## config.mk

```make
export PLATFORM = sky130hd
export DESIGN_NAME = ctrl_seq
export DESIGN_NICKNAME = d
export VERILOG_FILES = /design/src/rtl/ctrl_seq.sv
export SDC_FILE = /design/constraint.sdc
export NUM_CORES = 1
export LEC_CHECK = 0
export CORE_ASPECT_RATIO = 1.4
export CORE_UTILIZATION = 50
export CTS_BUF_LIST = sky130_fd_sc_hd__clkbuf_8
export DETAILED_ROUTE_END_ITERATION = 12
export PLACE_DENSITY = 0.93
export SETUP_SLACK_MARGIN = 0.5
export SLEW_MARGIN = 15
export SYNTH_ARGS = -nofsm -noshare
export SYNTH_HDL_FRONTEND = slang
export SYNTH_SLANG_ARGS = --single-unit
export TNS_END_PERCENT = 30
```

## constraint.sdc

```tcl
create_clock -name clk -period 1.9 [get_ports clk]
set_clock_uncertainty 0.1 [all_clocks]
set_input_delay 0.285 -clock clk [delete_from_list [all_inputs] [get_ports clk]]
set_output_delay 0.285 -clock clk [all_outputs]
set_load 0.1 [all_outputs]
```

## src/rtl/ctrl_seq.sv

```systemverilog
// ctrl_seq: opcode-to-control-strobe sequencer.
// Each accepted opcode produces one or more registered control beats.
// CALL/RET take two beats and sprite loads take SPR_WORDS beats. While a
// multi-beat sequence is in flight, new opcodes are refused.
module ctrl_seq #(
    parameter int OPW       = 6,
    parameter int SPR_WORDS = 4,
    parameter int IDXW      = 4
) (
    input  logic            clk,
    input  logic            rst,
    input  logic            in_valid,
    input  logic [OPW-1:0]  opcode,
    output logic            in_ready,
    input  logic            hold,
    input  logic            flush,
    output logic            out_valid,
    output logic            call,
    output logic            ret,
    output logic            branch,
    output logic            mem_to_reg,
    output logic            mem_src,
    output logic            reg_write,
    output logic            mem_write,
    output logic            mem_read,
    output logic            oam_write,
    output logic [1:0]      alu_src,
    output logic [IDXW-1:0] word_idx,
    output logic            busy
);

    typedef enum logic [1:0] {IDLE, SEQ2, BURST} state_t;

    typedef struct packed {
        logic            call;
        logic            ret;
        logic            branch;
        logic            mem_to_reg;
        logic            mem_src;
        logic            reg_write;
        logic            mem_write;
        logic            mem_read;
        logic            oam_write;
        logic [1:0]      alu_src;
        logic [IDXW-1:0] word_idx;
    } beat_t;

    // A burst leaves BURST when the penultimate beat is on the output,
    // so the final beat is presented with the FSM already back in IDLE.
    localparam logic [IDXW-1:0] PEN_IDX = IDXW'(SPR_WORDS - 2);

    state_t     state_q, state_d, dec_state;
    beat_t      beat_q, beat_d, dec;
    logic       vld_q, vld_d;
    logic       stall, accept;
    logic [2:0] cls;
    logic [3:0] sub;

    assign cls    = opcode[OPW-1:OPW-3];
    assign sub    = opcode[3:0];
    assign stall  = vld_q && hold;
    assign accept = in_valid && in_ready;

    assign in_ready = !rst && (state_q == IDLE) && !stall && !flush;
    assign busy     = (state_q != IDLE);

    // First beat and follow-on state for the opcode currently offered
    always_comb begin
        dec       = '0;
        dec_state = IDLE;
        if (cls[2]) begin
            dec.reg_write = 1'b1;
            dec.alu_src   = opcode[1] ? (opcode[2] ? 2'b10 : 2'b00)
                                      : (opcode[0] ? 2'b01 : 2'b00);
        end else begin
            case (cls[1:0])
                2'b00: begin
                    dec.branch  = 1'b1;
                    dec.alu_src = 2'b01;
                end
                2'b01: begin
                    dec_state = SEQ2;
                    if (!opcode[0]) begin
                        dec.call      = 1'b1;
                        dec.mem_write = 1'b1;
                    end else begin
                        dec.ret      = 1'b1;
                        dec.mem_read = 1'b1;
                        dec.mem_src  = 1'b1;
                    end
                end
                2'b10: begin
                    dec.alu_src = 2'b01;
                    if (!opcode[2]) begin
                        dec.mem_read   = 1'b1;
                        dec.reg_write  = 1'b1;
                        dec.mem_to_reg = !opcode[0];
                    end else begin
                        dec.mem_write = 1'b1;
                        dec.mem_src   = 1'b1;
                        dec.reg_write = opcode[1];
                    end
                end
                default: begin
                    dec.oam_write = 1'b1;
                    if (sub != 4'hF) begin
                        dec_state    = BURST;
                        dec.mem_read = 1'b1;
                        dec.mem_src  = 1'b1;
                        dec.alu_src  = 2'b11;
                    end
                end
            endcase
        end
    end

    // State register
    always_ff @(posedge clk or posedge rst) begin
        if (rst) state_q <= IDLE;
        else     state_q <= state_d;
    end

    // Next state: flush wins, a held beat freezes, otherwise one beat per cycle
    always_comb begin
        state_d = state_q;
        if (flush) begin
            state_d = IDLE;
        end else if (!stall) begin
            case (state_q)
                IDLE:    if (accept) state_d = dec_state;
                SEQ2:    state_d = IDLE;
                BURST:   if (beat_q.word_idx == PEN_IDX) state_d = IDLE;
                default: state_d = IDLE;
            endcase
        end
    end

    // Next output beat; an invalid beat is all zeros
    always_comb begin
        beat_d = '0;
        vld_d  = 1'b0;
        if (flush) begin
            beat_d = '0;
            vld_d  = 1'b0;
        end else if (stall) begin
            beat_d = beat_q;
            vld_d  = 1'b1;
        end else begin
            case (state_q)
                IDLE: begin
                    if (accept) begin
                        beat_d = dec;
                        vld_d  = 1'b1;
                    end
                end
                SEQ2: begin
                    vld_d             = 1'b1;
                    beat_d.call       = beat_q.call;
                    beat_d.ret        = beat_q.ret;
                    beat_d.mem_to_reg = beat_q.ret;
                    beat_d.reg_write  = 1'b1;
                    beat_d.word_idx   = IDXW'(1);
                end
                BURST: begin
                    vld_d            = 1'b1;
                    beat_d.oam_write = 1'b1;
                    beat_d.mem_read  = 1'b1;
                    beat_d.mem_src   = 1'b1;
                    beat_d.alu_src   = 2'b11;
                    beat_d.word_idx  = beat_q.word_idx + IDXW'(1);
                end
                default: ;
            endcase
        end
    end

    // Output beat register
    always_ff @(posedge clk or posedge rst) begin
        if (rst) begin
            vld_q  <= 1'b0;
            beat_q <= '0;
        end else begin
            vld_q  <= vld_d;
            beat_q <= beat_d;
        end
    end

    assign out_valid  = vld_q;
    assign call       = beat_q.call;
    assign ret        = beat_q.ret;
    assign branch     = beat_q.branch;
    assign mem_to_reg = beat_q.mem_to_reg;
    assign mem_src    = beat_q.mem_src;
    assign reg_write  = beat_q.reg_write;
    assign mem_write  = beat_q.mem_write;
    assign mem_read   = beat_q.mem_read;
    assign oam_write  = beat_q.oam_write;
    assign alu_src    = beat_q.alu_src;
    assign word_idx   = beat_q.word_idx;

endmodule

```

==> summary.md, run 1 <==
| Metric | Value |
|---|---|
| Hold_buf cts | `0` |
| Exit stage | `global routing (5_1_grt)` |
| Yosys cell types | `37` |
| IO buf count | `28` |
| Die Height | `58.1 um` |
| Mapped Cells | `121` |
| Placed inst area | `0.00170 mm2` |
| Clk sinks | `18` |
| Initial Util | `55.0%` |
| GRT repair_timing worst endpoint | `in_ready` |
| Net Count, Synth | `around 140` |
| Syn avg cell area | `roughly 9.3 um2` |
| Gpl congestion | `0.895` |
| Worst endpoint type | `top-level output` |
| Max clock buf depth | `2` |
| Share of the synthesized area in the top cell type | `40.1%` |
| H-tree depth | `1` |
| Synth Cell Area | `0.00112 mm2` |
| Error message | `[ERROR DPL-0033] detailed placement checks failed during check placement.` |
| Post-synth ARST share | `100%` |
| Synth top area cells | `dfrtp_1 (40%), ha_1 (11%), a21oi_1 (5.3%)` |
| Seq/Total Area, Yosys | `about two fifths` |
| Area leader, netlist | `dfrtp_1` |
| Synth Flop Type | `dfrtp_1` |
| Clk root buf | `clkbuf_8` |
| Seq cells post-synth | `18` |
| Die X | `42.1 um` |
| Final HPWL DP | `2.57 mm` |
| DP Worst Slack | `-0.146 ns` |
| IO Pins | `29` |
| Warning count from the yosys run | `0` |
| EDFF count, synth | `0` |
| Status | `stopped before the end` |
| Row count | `19` |
| Initial antenna violation count | `0` |
| Pin count of the biggest net entering global routing | `19` |
| CTS Buf Count | `3` |
[stage by stage]
step           hold slack [ns]  std cells  setup TNS (ns)
2_1_floorplan            0.123        121           -2.64
3_3_place_gp             0.386        182         -0.0692
3_5_place_dp             0.388        182          -0.473
4_1_cts                  0.231        193               0
[cell families after synthesis]
logic type                 after synthesis  synth area share, %
buffers and inverters                   16                 5.90
and+or+nand+nor                         36                 17.7
adders and majority gates               10                 11.1
AOI/OAI and AO/OA                       40                 24.3
DFF                                     18                 40.1
muxes                                    1                0.891
[Yosys cell counts (2+ instances only)]
library cell / n
buf_2: 2
nand4_1: 2
ha_1: 10
and2_1: 3
a32o_1: 5
dfrtp_1: 18
nand2_1: 8
a21oi_1: 12
o21ai_0: 8
inv_1: 12
o311ai_0: 2
nand3_1: 2
nor2_1: 12
o22ai_1: 2
[repair_timing]
action | CTS
resized for setup | 21
pin swaps | 7
endpoints found under the setup margin | 19
buffers inserted | 7
==> inputs of run 2 (changes only) <==
==> config.mk (replaced) <==
export PLATFORM = sky130hd
export DESIGN_NAME = ctrl_seq
export DESIGN_NICKNAME = d
export VERILOG_FILES = /design/src/rtl/ctrl_seq.sv
export SDC_FILE = /design/constraint.sdc
export NUM_CORES = 1
export LEC_CHECK = 0
export CORE_AREA = 2 2 63 65
export DETAILED_ROUTE_END_ITERATION = 12
export DIE_AREA = 0 0 65 67
export PLACE_DENSITY_LB_ADDON = 0.15
export SLEW_MARGIN = 15
export SYNTH_ARGS = -nofsm -noshare
export SYNTH_HDL_FRONTEND = slang
export SYNTH_SLANG_ARGS = --single-unit
export TNS_END_PERCENT = 30
==> run 2 against run 1 <==
Net effect:
- the run now ends clean
- synthesized area unchanged
- synthesized cell count unchanged
==> summary.md, run 2 <==
| Metric | Value |
|---|---|
| All-Layer GR Usage | `between 10% and 20%` |
| Reg2reg end | `state_q[0]` |
| Clk_lat worst skew | `0.25 ns` |
| M1 WL | `1.35 mm` |
| Critical Path Stages | `5` |
| Critical Path Fanout Max | `4` |
| Post-synth ARST share | `100%` |
| Worst Setup Start Kind | `flip-flop` |
| Most common cell in the netlist | `dfrtp_1` |
| CTS tree | `done` |
| Highest-count cells in the layout ignoring fill and taps | `buf_4 (20), buf_12 (17), dfrtp_1 (15)` |
| DR top layer | `met4` |
| Crit Path Class | `flip-flop to output port` |
| Leak Pwr | `0.000816 uW` |
| CTS Buf Count | `3` |
| Synth Flop Type | `dfrtp_1` |
| Worst EP arrival | `1.48 ns` |
| Worst r2r src | `word_idx[0]` |
| WL/cell | `13.6 um` |
| DP Worst Slack | `-0.255 ns` |
| Mapped Cells | `121` |
| Core area | `0.00361 mm2` |
| Status | `finished clean` |
| Row count | `22` |
| ANT nets after route | `0` |
| H-tree depth | `1` |
| Largest stage delay, worst path | `0.41 ns` |
| Tmin final | `1.86 ns` |
| Initial DRT Pass Iterations | `4` |
| Post-synth top cells | `dfrtp_1 (18), a21oi_1 (12), inv_1 (12), nor2_1 (12), ha_1 (10)` |
| Met2 wire len | `around 1.4 mm` |
| First-pass GRT wire length | `5.18 mm` |
| Vias | `1060` |
| Hold_buf cts | `0` |
| Warning count from the yosys run | `0` |
| Met3 routed WL | `136 um` |
| Fmax achieved | `537 MHz` |
| Clk sinks | `18` |
| Worst path cell trace | `inv_1 -> ha_2 -> inv_2 -> nor4_4 -> buf_12` |
| Max-Cap Viols | `0` |
| Worst reg-to-reg setup slack | `about 0.10 ns` |
| Share of the synthesized area in the top cell type | `40.1%` |
| Area of the multi-input gates | `627 um2` |
| Setup TNS | `0 ns` |
| Pwr Density | `between 500 and 600 mW/mm2` |
| Iter 0 DRT Violations | `41` |
| EDFF count, synth | `0` |
| Vias per inst | `4.91` |
| Share of cells above drive strength 1 | `between 30% and 40%` |
| Yosys cell types | `37` |
| Max clock buf depth | `2` |
| Max reg flops | `4` |
| Synth top area cells | `dfrtp_1 (40%), ha_1 (11%), a21oi_1 (5.3%)` |
| VDD IR max | `0.241 mV` |
| Reg2reg path depth | `6` |
| CP Launch Point | `state_q[0]` |
| DRC Markers | `0` |
| FF+latch area | `454 um2` |
| Remaining global-route overflow | `0` |
| Synth Cell Area | `around 0.0011 mm2` |
| Initial antenna violation count | `0` |
| Slowest cell on crit path | `dfrtp_1` |
| Pins Over Slew Limit | `0` |
| Area growth from synthesis to layout | `63.0%` |
| IO buf count | `28` |
| CP endpoint | `in_ready` |
| WL final | `2.94 mm` |
| HP Class | `input pin to asynchronous set/reset pin` |
| Area leader, netlist | `dfrtp_1` |
| Fillcell total | `345` |
| Clk slew on worst S/H paths | `approximately 0.07 ns` |
| Clk root buf | `clkbuf_8` |
| Headroom to the max-slew limit | `between 60% and 70%` |
| Worst path top cell family by delay | `flip-flops` |
| Worst Slack Setup Final | `0.0390 ns` |
| Most common cell after layout, fill and taps aside | `buf_4` |
| Final Net Count | `190` |
| Worst-margin pin slew | `0.500 ns` |
| Vias in the first global route | `1118` |
| Die X | `65 um` |
| Gpl congestion | `between 0.7 and 0.8` |
| Die Height | `67 um` |
| Pin count of the biggest net entering global routing | `19` |
| Die ar. | `between 0.004 and 0.005 mm2` |
| Syn avg cell area | `9.29 um2` |
| IO Pins | `29` |
| Net Count, Synth | `142` |
| Hold Vio Cnt, Final | `0` |
| Min Hold Slack | `0.442 ns` |
| Nature of the critical path endpoint | `output port` |
| Critical Path RT | `1.51 ns` |
| RSZ-0062 raised after global routing | `true` |
| Seq/Total Area, Yosys | `between 40% and 50%` |
| Final setup fails | `0` |
| Seq cells post-synth | `18` |
| Worst Path Buf+Inv | `3` |
| Final Cycle Share | `97.9%` |
| ANT cells | `0` |
| Initial Util | `31.2%` |
| Final HPWL DP | `2.34 mm` |
==> run 2: per-stage QoR <==
step           instance area (um2)  total power (uW)  utilization, %  cells
5_1_grt                       1830               992            50.8    216
4_1_cts                       1830               956            50.8    216
6_report                      1830               940            50.8    216
3_5_place_dp                  1770               632            49.1    212
3_3_place_gp                  1770               630            49.1    212
2_1_floorplan                 1140               528               -    121
==> run 2: power breakdown <==
group | leakage [uW] | switching (uW) | internal (uW)
Clock | 0.0000288 | 131 | 184
Sequential | 0.000245 | 7.19 | 390
Combinational | 0.000542 | 134 | 93.6
==> run 2: worst min-delay path, cell delays in order <==
cell             delay (ns)
clkdlybuf4s50_1        0.43
buf_4                  0.16
inv_1                  0.05
buf_4                  0.25
==> run 2: worst min path at each step <==
stage / slack [ns] / endpoint / start
6_report: 0.44 / alu_src[1] / rst
3_5_place_dp: 0.45 / call / call
4_1_cts: 0.45 / alu_src[1] / rst
3_3_place_gp: 0.44 / state_q[0] / state_q[0]
2_1_floorplan: 0.12 / alu_src[0] / rst
5_1_grt: 0.48 / state_q[1] / state_q[1]
==> run 2: final cells by class <==
type,count,share of cell area (%)
well taps,48,3.28
clock buffers,4,3.01
repair buffers,47,32.2
multi-input cells,87,34.2
flip-flops and latches,18,24.8
inverters,12,2.46
==> run 2: logic make-up after synthesis <==
family | synth area share [%]
AO/OA/AOI/OAI | 24.3
AND/OR/NAND/NOR | 17.7
flip-flops | 40.1
buffers and inverters | 5.90
adder cells (fa/ha/maj) | 11.1
multiplexers | 0.891
==> run 2: metal layers <==
metal	track usage, %	vias to the layer above
met1	20.2	492
met4	4.79	0
met5	0	-
met2	25.6	28
met3	2.87	4
li1	-	536
==> run 2: repair_timing <==
action / in CTS / in global routing
gates resized for setup: 4 / 1
endpoints found under the setup margin: 1 / 2
pin swaps: 1 / 0
setup buffers: 0 / 0
Note: power is estimated with default switching activity, not from simulation.
